===== config.mk =====
export PLATFORM = sky130hd
export DESIGN_NAME = plab3_mem_cache_domain_arb
export DESIGN_NICKNAME = d
export VERILOG_FILES = /design/src/rtl/plab3_mem_cache_domain_arb.sv
export SDC_FILE = /design/constraint.sdc
export NUM_CORES = 1
export LEC_CHECK = 0
export ABC_CLOCK_PERIOD_IN_PS = 4400
export CAP_MARGIN = 25
export CORE_AREA = 2 2 149 151
export CTS_BUF_LIST = sky130_fd_sc_hd__clkbuf_2 sky130_fd_sc_hd__clkbuf_4 sky130_fd_sc_hd__clkbuf_8
export CTS_CLUSTER_SIZE = 30
export DETAILED_ROUTE_END_ITERATION = 6
export DIE_AREA = 0 0 151 153
export GPL_TIMING_DRIVEN = 0
export PLACE_DENSITY = 0.57
export SETUP_SLACK_MARGIN = 0.4
export SYNTH_ARGS = -nofsm -noshare
export SYNTH_HDL_FRONTEND = slang
export SYNTH_SLANG_ARGS = --single-unit

===== constraint.sdc =====
create_clock -name clk -period 4.4 [get_ports clk]
set_input_delay 0.44 -clock clk [delete_from_list [all_inputs] [get_ports clk]]
set_output_delay 0.44 -clock clk [all_outputs]
set_load 0.01 [all_outputs]

===== src/rtl/plab3_mem_cache_domain_arb.sv =====
// rtl/plab3_mem_cache_domain_arb.sv - round-robin two-domain arbiter in front of a blocking cache
module plab3_mem_cache_domain_arb #(
    parameter int p_req_nbits  = 77,
    parameter int p_resp_nbits = 45
) (
    input  logic                    clk,
    input  logic                    reset,

    input  logic [p_req_nbits-1:0]  req0_msg,
    input  logic                    req0_val,
    output logic                    req0_rdy,
    output logic [p_resp_nbits-1:0] resp0_msg,
    output logic                    resp0_val,
    input  logic                    resp0_rdy,

    input  logic [p_req_nbits-1:0]  req1_msg,
    input  logic                    req1_val,
    output logic                    req1_rdy,
    output logic [p_resp_nbits-1:0] resp1_msg,
    output logic                    resp1_val,
    input  logic                    resp1_rdy,

    output logic [p_req_nbits-1:0]  cachereq_msg,
    output logic                    cachereq_val,
    input  logic                    cachereq_rdy,
    input  logic [p_resp_nbits-1:0] cacheresp_msg,
    input  logic                    cacheresp_val,
    output logic                    cacheresp_rdy,

    output logic                    domain
);

    typedef enum logic [1:0] {IDLE, SWITCH, SEND, WAIT} state_t;

    state_t                 state, state_nxt;
    logic                   grant;
    logic                   prio;
    logic                   domain_q;
    logic [p_req_nbits-1:0] msg_q;
    logic                   winner;
    logic                   accept;
    logic                   resp_fire;

    // On a tie prio picks the port; otherwise the single valid port wins.
    assign winner = (req0_val && req1_val) ? prio : req1_val;

    assign domain       = domain_q;
    assign cachereq_msg = msg_q;

    // Every val/rdy output is gated by reset so a mid-transaction reset
    // silences the interface in the same instant the state is cleared.
    always_comb begin
        state_nxt     = state;
        req0_rdy      = 1'b0;
        req1_rdy      = 1'b0;
        resp0_val     = 1'b0;
        resp1_val     = 1'b0;
        resp0_msg     = '0;
        resp1_msg     = '0;
        cachereq_val  = 1'b0;
        cacheresp_rdy = 1'b0;
        accept        = 1'b0;
        resp_fire     = 1'b0;
        if (reset) begin
            unique case (state)
                IDLE: begin
                    if (req0_val || req1_val) begin
                        req0_rdy  = !winner;
                        req1_rdy  = winner;
                        accept    = 1'b1;
                        state_nxt = (winner == domain_q) ? SEND : SWITCH;
                    end
                end
                SWITCH: state_nxt = SEND;
                SEND: begin
                    cachereq_val = 1'b1;
                    if (cachereq_rdy) state_nxt = WAIT;
                end
                WAIT: begin
                    if (grant) begin
                        resp1_val     = cacheresp_val;
                        resp1_msg     = cacheresp_msg;
                        cacheresp_rdy = resp1_rdy;
                    end else begin
                        resp0_val     = cacheresp_val;
                        resp0_msg     = cacheresp_msg;
                        cacheresp_rdy = resp0_rdy;
                    end
                    if (cacheresp_val && cacheresp_rdy) begin
                        resp_fire = 1'b1;
                        state_nxt = IDLE;
                    end
                end
                default: state_nxt = IDLE;
            endcase
        end
    end

    always_ff @(posedge clk or negedge reset) begin
        if (!reset) begin
            state    <= IDLE;
            grant    <= 1'b0;
            prio     <= 1'b0;
            domain_q <= 1'b0;
            msg_q    <= '0;
        end else begin
            state <= state_nxt;
            if (accept) begin
                grant <= winner;
                msg_q <= winner ? req1_msg : req0_msg;
            end
            if (state == SWITCH) domain_q <= grant;
            if (resp_fire) prio <= ~grant;
        end
    end

endmodule


==> results of run 1 <==
final cells by class:
type                            instances  area [um^2]
Fill cell                            2253        12600
Timing Repair Buffer                  381         3830
Multi-Input combinational cell        404         2230
Sequential cell                        82         2050
Tap cell                              280          350
Buffer                                 39          185
Clock buffer                            9          124
Clock inverter                          7          105
Inverter                                5         18.8
kinds of logic after synthesis:
group,count (synthesis)
AND/OR/NAND/NOR,233
adder cells (fa/ha/maj),6
multiplexers,82
AO/OA/AOI/OAI,83
flip-flops,82
buffers and inverters,44
power by group through the flow:
stage	Sequential, uW	Clock, uW	Combinational [uW]
after floorplan	1450	0	836
after global placement	1290	0	2360
after detailed placement	1310	0	2360
after CTS	1300	683	2360
after global routing	1350	715	2530
final	1300	650	2310
sequential cells by signal, summed over array words and instances (netlist names):
register and cells:
prio 1, grant 1, cachereq_msg 77, state 2, domain 1
cells in the final DEF, fill, tap and decap left out, drive strengths merged:
| master | count |
|---|---|
| clkbuf | 22 |
| ha | 6 |
| or2 | 1 |
| nor2 | 95 |
| o221ai | 1 |
| clkinvlp | 1 |
| a21o | 1 |
| mux2i | 79 |
| bufinv | 2 |
| clkdlybuf4s50 | 379 |
| and2 | 2 |
| o21ai | 78 |
| nand2 | 129 |
| nor2b | 1 |
| a221oi | 1 |
| a21oi | 1 |
| nand2b | 3 |
| mux2 | 3 |
| inv | 9 |
| and3 | 1 |
| nand4 | 1 |
| a211oi | 1 |
| buf | 28 |
| dfrtp | 82 |
through the flow:
step                      power, uW  TNS [ns]  utilization, %  area, um^2
after detailed placement       3660         0            40.3        8670
after CTS                      4340         0            41.4        8900
after floorplan                2290         0               -        4490
after global routing           4590         0            41.4        8900
final                          4260         0            41.4        8900
after global placement         3650   -308.06            40.2        8640
cells in the mapped netlist:
library cell               count
sky130_fd_sc_hd__a21oi_1       1
sky130_fd_sc_hd__buf_4         2
sky130_fd_sc_hd__o221ai_1      1
sky130_fd_sc_hd__nand2_2       1
sky130_fd_sc_hd__nand2b_1      3
sky130_fd_sc_hd__or2_1         1
sky130_fd_sc_hd__buf_2        13
sky130_fd_sc_hd__nand4_1       1
sky130_fd_sc_hd__dfrtp_1      82
sky130_fd_sc_hd__inv_1         5
sky130_fd_sc_hd__a21o_1        1
sky130_fd_sc_hd__nor2_1       95
sky130_fd_sc_hd__and3_1        1
sky130_fd_sc_hd__ha_1          6
sky130_fd_sc_hd__mux2_1        2
sky130_fd_sc_hd__mux2i_1      79
sky130_fd_sc_hd__a211oi_1      1
sky130_fd_sc_hd__and2_1        2
sky130_fd_sc_hd__mux2_2        1
sky130_fd_sc_hd__buf_6         2
sky130_fd_sc_hd__o21ai_1      40
sky130_fd_sc_hd__nand2_1     128
sky130_fd_sc_hd__buf_1         9
sky130_fd_sc_hd__o21ai_0      38
sky130_fd_sc_hd__nor2b_1       1
sky130_fd_sc_hd__a221oi_2      1
sky130_fd_sc_hd__clkbuf_1     13
worst register-to-register path, delay by kind of cell, from the launching register on:
kind                       cells  cell delay (ns)
AOI/OAI and AO/OA              1             0.09
adders and majority gates      1             0.22
buffers and inverters          3             0.94
DFF                            1             0.42
and+or+nand+nor                3             0.39
per-layer routing:
metal | GRT usage, % | wire, um | up-vias
met5 | 0 | 0 | -
met4 | 4.67 | 442 | 0
met3 | 5.82 | 1990 | 20
met2 | 33.5 | 11000 | 242
met1 | 18.6 | 7850 | 2336
li1 | - | - | 2526
worst max-delay path by stage:
| stage | cells past startpoint | slack (ns) | to | startpoint |
|---|---|---|---|---|
| after detailed placement | 8 | 0.94 | req0_rdy | reset |
| after global routing | 8 | 0.80 | req0_rdy | reset |
| after CTS | 8 | 0.92 | req0_rdy | reset |
| final | 6 | 1.01 | resp1_msg[34] | state[1] |
| after global placement | 5 | -2.52 | resp1_msg[23] | reset |
| after floorplan | 7 | 2.44 | req0_rdy | state[0] |
==> results.py, run 1 <==
metrics = {
    "status": {
        "outcome": "finished, final reports clean",
    },
    "clock_tree": {
        "cts_buffer_depth": 2,
        "postCtsSetupBuffers": 0,
        "ctsRootBufferMaster": "sky130_fd_sc_hd__clkbuf_8",
        "clock_insertion_delay_worst_skew_ns": 0.37,
        "h_tree_levels": 3,
        "post_cts_hold_buffer_count": 0,
        "cts.sink_count": 82,
        "cts_tree": "yes",
        "cts_inserted_buffers": 9,
        "worst_setup_hold_path_clk_slew_ns": 0.10,
        "ctsResizeCount": 0,
    },
    "power_and_ir_drop": {
        "power.density_nw_per_um2": 479,
        "sequentialPowerShare_pct": 30.4,
        "combPwrFrac_pct": 54.3,
        "switching_portion_of_total_power_pct": 38.6,
        "leakage_power_of_the_design_uw": 0.00377,
        "p_switching_uw": 1640,
        "vdd_ir_drop_max_mv": 0.200,
        "p_clk_share_pct": 15.3,
        "cell_internal_pwr_uw": 2610,
    },
    "timing": {
        "slew_at_the_pin_closest_to_its_max_slew_limit_ns": 0.649,
        "grt_setup_unrepaired": "no",
        "final-setup-viol-count": 0,
        "clock.fmax_ghz": 0.295,
        "worst_hold_slack_ns": 0.0520,
        "max-slew-margin-rel_pct": 56.7,
        "number_of_max_slew_violations_in_the_final_report": 0,
        "final_critical_path_setup_slack_ns": 1.01,
        "fraction_of_the_cycle_the_final_worst_path_needs_pct": 77.2,
        "hold_viol": 0,
        "fin_skew_ns": 0.0142,
        "post-route-min-period_ns": 3.39,
    },
    "synth": {
        "synth_compound_area_share_pct": 9.67,
        "yosys.area_share.adder_pct": 1.67,
        "post_synth_main_area_contributors": "sky130_fd_sc_hd__dfrtp_1 46%, sky130_fd_sc_hd__mux2i_1 18%, sky130_fd_sc_hd__nand2_1 11%",
        "synth.largest_area_cell": "sky130_fd_sc_hd__dfrtp_1",
        "area_share_of_the_largest_cell_type_after_synthesis_pct": 45.7,
        "flip_flop_and_latch_count_after_synthesis": 82,
        "main_combinational_cell_family_by_area_after_synthesis": "simple AND/OR/NAND/NOR gates",
        "post_synth_xor_area_fraction_pct": 0,
        "synth-warning-count": 0,
        "post_synth_num_cell_types": 27,
        "syn-cell-area_um2": 4490,
        "netlist_instances": 530,
        "yosysSeqAreaShare_pct": 45.7,
        "synth_mux_area_share_pct": 18.4,
        "synth_area_per_inst_um2": 8.47,
        "synth_fp_nets": 743,
        "synth_simple_gate_area_share_pct": 20.0,
    },
    "die": {
        "floorplan.die.width_um": 151,
        "floorplan.initialDensity_pct": 20.9,
        "core_area_um2": 21500,
        "die-height_um": 153,
        "core.rowCount": 54,
        "design.die.area_um2": 23100,
        "floorplan.io_pins": 381,
    },
    "place": {
        "numPortBuffers": 380,
        "place_worst_setup_slack_ns": 0.940,
        "gp_congestion": 0.856,
        "dp_hpwl_um": 17400,
        "dpl.cell_count": 1191,
    },
    "worst_setup_path": {
        "critPathMaxFanout": 10,
        "critical-path-slowest-cell": "sky130_fd_sc_hd__clkdlybuf4s50_1",
        "max_stage_delay_ns": 0.61,
        "worst-endpoint-required_ns": 3.96,
        "critical_path.top_delay_family": "buffers and inverters",
        "criticalPathCategory": "reg -> out",
        "r2r_end": "cachereq_msg[24]",
        "critical_path.n_buffers_inverters": 3,
        "endpoint_kind": "output pin",
        "reg2reg_from": "state[1]",
        "element_type_at_the_critical_path_start": "flop",
        "signal_arrival_time_at_the_worst_endpoint_ns": 2.95,
        "worstRegToRegCells": 8,
        "setup.reg_to_reg.worst_slack_ns": 2.29,
        "critical_path.cell_chain": "ha_1 -> clkbuf_1 -> buf_1 -> nand2_1 -> nor2_1 -> clkdlybuf4s50_1",
    },
    "cells_and_area": {
        "net_count_reported_at_finish": 1135,
        "area.growth.synth_to_final_pct": 98.2,
        "final_cell_count_no_fill": 1207,
        "drive_gt1_share_pct": 4.10,
        "num_antenna_cells": 0,
    },
    "grt": {
        "grt_max_degree": 48,
        "grt.overflow.total": 0,
        "grt_pass1_wl_um": 30600,
        "globalRouteTotalUtil_pct": 17.8,
        "grt_pass1_vias": 5164,
        "grt_antenna_before_repair": 0,
    },
    "detailed_routing": {
        "drtAntennaViolNets": 0,
        "detail_route.first_pass.iterations": 4,
        "drt_iter0_drc": 119,
        "via_count": 5124,
        "drc_errors": 0,
        "routed_vias_inst": 4.25,
        "route.detailed.wl_per_inst_um": 17.6,
        "totalWireLength_um": 21300,
    },
    "job": {
        "drv.max_cap_violation_count": 0,
    },
    "min_path": {
        "hold_class": "in -> async",
    },
}
(Power assumes the default switching activity.)
==> run 2: changes to the inputs <==
Settings changed: ABC_CLOCK_PERIOD_IN_PS 4400 to 3100, CORE_AREA 2 2 149 151 to 2 2 150 152, DIE_AREA 0 0 151 153 to 0 0 152 154, PLACE_DENSITY 0.57 to 0.58.
Clock period 4.4 ns to 3.1 ns, I/O delays scaled along.
==> run 2 against run 1 <==
Against the previous run:
- sequential power grew 42%
- non-clock buffer count grew 5
- worst setup slack lost 0.49 ns
- clock-buffer cell count is the same
- routed wire length grew 0.88%
- cell count grew 0.41%
- register-to-register slack lost 1.1 ns
- largest power group unchanged
- highest routed layer is now met5
- critical path depth is the same
- utilization grew 0.12 points
==> results.py, run 2 (synthesis gave the netlist of run 1 again) <==
metrics = {
    "status": {
        "outcome": "finished, final reports clean",
    },
    "power_and_ir_drop": {
        "sequentialPowerShare_pct": 31.0,
        "vdd_ir_drop_max_mv": 0.265,
        "power.density_nw_per_um2": 659,
        "switching_portion_of_total_power_pct": 39.3,
        "combPwrFrac_pct": 56.5,
        "p_clk_share_pct": 12.5,
        "p_switching_uw": 2340,
        "cell_internal_pwr_uw": 3600,
        "leakage_power_of_the_design_uw": 0.00394,
    },
    "grt": {
        "grt_antenna_before_repair": 1,
        "grt.overflow.total": 0,
        "globalRouteTotalUtil_pct": 17.9,
        "grt_pass1_vias": 5307,
        "grt_pass1_wl_um": 31900,
        "grt_max_degree": 45,
    },
    "timing": {
        "max-slew-margin-rel_pct": 65.8,
        "fin_skew_ns": 0.0170,
        "slew_at_the_pin_closest_to_its_max_slew_limit_ns": 0.514,
        "final-setup-viol-count": 0,
        "final_critical_path_setup_slack_ns": 0.515,
        "worst_hold_slack_ns": 0.0124,
        "fraction_of_the_cycle_the_final_worst_path_needs_pct": 83.4,
        "hold_viol": 0,
        "grt_setup_unrepaired": "no",
        "number_of_max_slew_violations_in_the_final_report": 0,
        "clock.fmax_ghz": 0.387,
        "post-route-min-period_ns": 2.58,
    },
    "detailed_routing": {
        "drtAntennaViolNets": 0,
        "routed_vias_inst": 4.25,
        "drc_errors": 0,
        "detail_route.first_pass.iterations": 4,
        "dr.max_layer_used": "met5",
        "drt_iter0_drc": 206,
        "via_count": 5148,
        "met2RoutedLength_um": 11100,
        "route.detailed.wl_per_inst_um": 17.7,
        "wirelength_met1_um": 8050,
        "totalWireLength_um": 21500,
        "route.met3.wl_um": 1770,
    },
    "worst_setup_path": {
        "r2r_end": "cachereq_msg[14]",
        "worst-endpoint-required_ns": 2.79,
        "signal_arrival_time_at_the_worst_endpoint_ns": 2.27,
        "worstRegToRegCells": 9,
        "criticalPathCategory": "reg -> out",
        "endpoint_kind": "output pin",
        "setup.reg_to_reg.worst_slack_ns": 1.22,
        "critPathMaxFanout": 10,
        "element_type_at_the_critical_path_start": "flop",
        "reg2reg_from": "state[1]",
    },
    "cells_and_area": {
        "total_area_of_multi_input_combinational_cells_um2": 2240,
        "largest_register_ffs": 77,
        "most-common-layout-cells": "371 x sky130_fd_sc_hd__clkdlybuf4s50_1, 127 x sky130_fd_sc_hd__nand2_1, 95 x sky130_fd_sc_hd__nor2_1",
        "area.growth.synth_to_final_pct": 101,
        "fin_util_pct": 41.5,
        "mostFrequentLayoutCell": "sky130_fd_sc_hd__clkdlybuf4s50_1",
        "num_antenna_cells": 0,
        "net_count_reported_at_finish": 1140,
        "final_cell_count_no_fill": 1212,
        "drive_gt1_share_pct": 6.22,
        "seqCellArea_um2": 2050,
        "layout.filler_cells": 2212,
    },
    "clock_tree": {
        "cts.sink_count": 82,
        "h_tree_levels": 3,
        "clock_insertion_delay_worst_skew_ns": 0.37,
        "cts_buffer_depth": 2,
        "ctsRootBufferMaster": "sky130_fd_sc_hd__clkbuf_8",
        "cts_tree": "yes",
        "cts_inserted_buffers": 9,
        "worst_setup_hold_path_clk_slew_ns": 0.10,
    },
    "place": {
        "dp_hpwl_um": 17600,
        "gp_congestion": 0.908,
        "numPortBuffers": 380,
        "place_worst_setup_slack_ns": -0.146,
        "dpl.cell_count": 1191,
    },
    "die": {
        "die-height_um": 154,
        "floorplan.initialDensity_pct": 20.7,
        "design.die.area_um2": 23400,
        "core_area_um2": 21700,
        "floorplan.die.width_um": 152,
        "core.rowCount": 54,
        "floorplan.io_pins": 381,
    },
    "job": {
        "drv.max_cap_violation_count": 0,
    },
    "min_path": {
        "hold_class": "in -> async",
    },
}
==> run 2: critical path: stages (launching register included) <==
cell                              delay [ns]
sky130_fd_sc_hd__dfrtp_1                0.41
sky130_fd_sc_hd__ha_1                   0.24
sky130_fd_sc_hd__clkbuf_8               0.21
sky130_fd_sc_hd__buf_4                  0.20
sky130_fd_sc_hd__nand2_1                0.12
sky130_fd_sc_hd__nor2_1                 0.11
sky130_fd_sc_hd__clkdlybuf4s50_1        0.61
==> run 2: worst max path at each step <==
stage	depth (start not counted)	slack [ns]	start	end
final	6	0.52	state[1]	resp1_msg[21]
after global routing	6	0.40	state[1]	resp0_msg[30]
after CTS	5	0.42	grant	resp0_msg[31]
after detailed placement	8	-0.15	reset	req0_rdy
after global placement	5	-3.43	reset	resp1_msg[24]
after floorplan	7	1.27	state[0]	req0_rdy
==> run 2: timing repair <==
action / CTS / global route
endpoints found under the hold margin: 38 / 0
gates resized for setup: 24 / 12
buffers inserted: 0 / 1
hold buffers: 4 / 0
setup endpoints to repair: 94 / 51
pin swaps: 0 / 0
==> run 2: routing by layer <==
| layer | vias up | GRT usage, % |
|---|---|---|
| li1 | 2538 | - |
| met1 | 2331 | 19.0 |
| met2 | 249 | 33.1 |
| met3 | 28 | 6.29 |
| met4 | 2 | 5.61 |
| met5 | - | 0 |
==> run 2: per-stage QoR <==
step	TNS [ns]	power, uW	cell area (um^2)
final	0	5940	9010
after global placement	-614.06	5190	8640
after global routing	0	6420	9010
after CTS	0	6040	8970
after floorplan	0	3240	4490
after detailed placement	-0.146	5210	8670
==> run 2: power groups by stage <==
stage | clock network [uW] | logic, uW | registers, uW
detailed placement | 0 | 3350 | 1860
floorplan | 0 | 1190 | 2060
CTS | 787 | 3400 | 1850
global route | 827 | 3670 | 1910
global placement | 0 | 3350 | 1840
finish | 744 | 3360 | 1840
==> run 2: cell type report <==
cell class / count / share of cell area (%)
clock buffer: 9 / 1.38
tap: 280 / 3.89
inverter: 5 / 0.208
buffer: 39 / 2.51
clock inverter: 7 / 0.695
timing repair buffer: 386 / 43.6
multi-input combinational: 404 / 24.9
sequential: 82 / 22.8
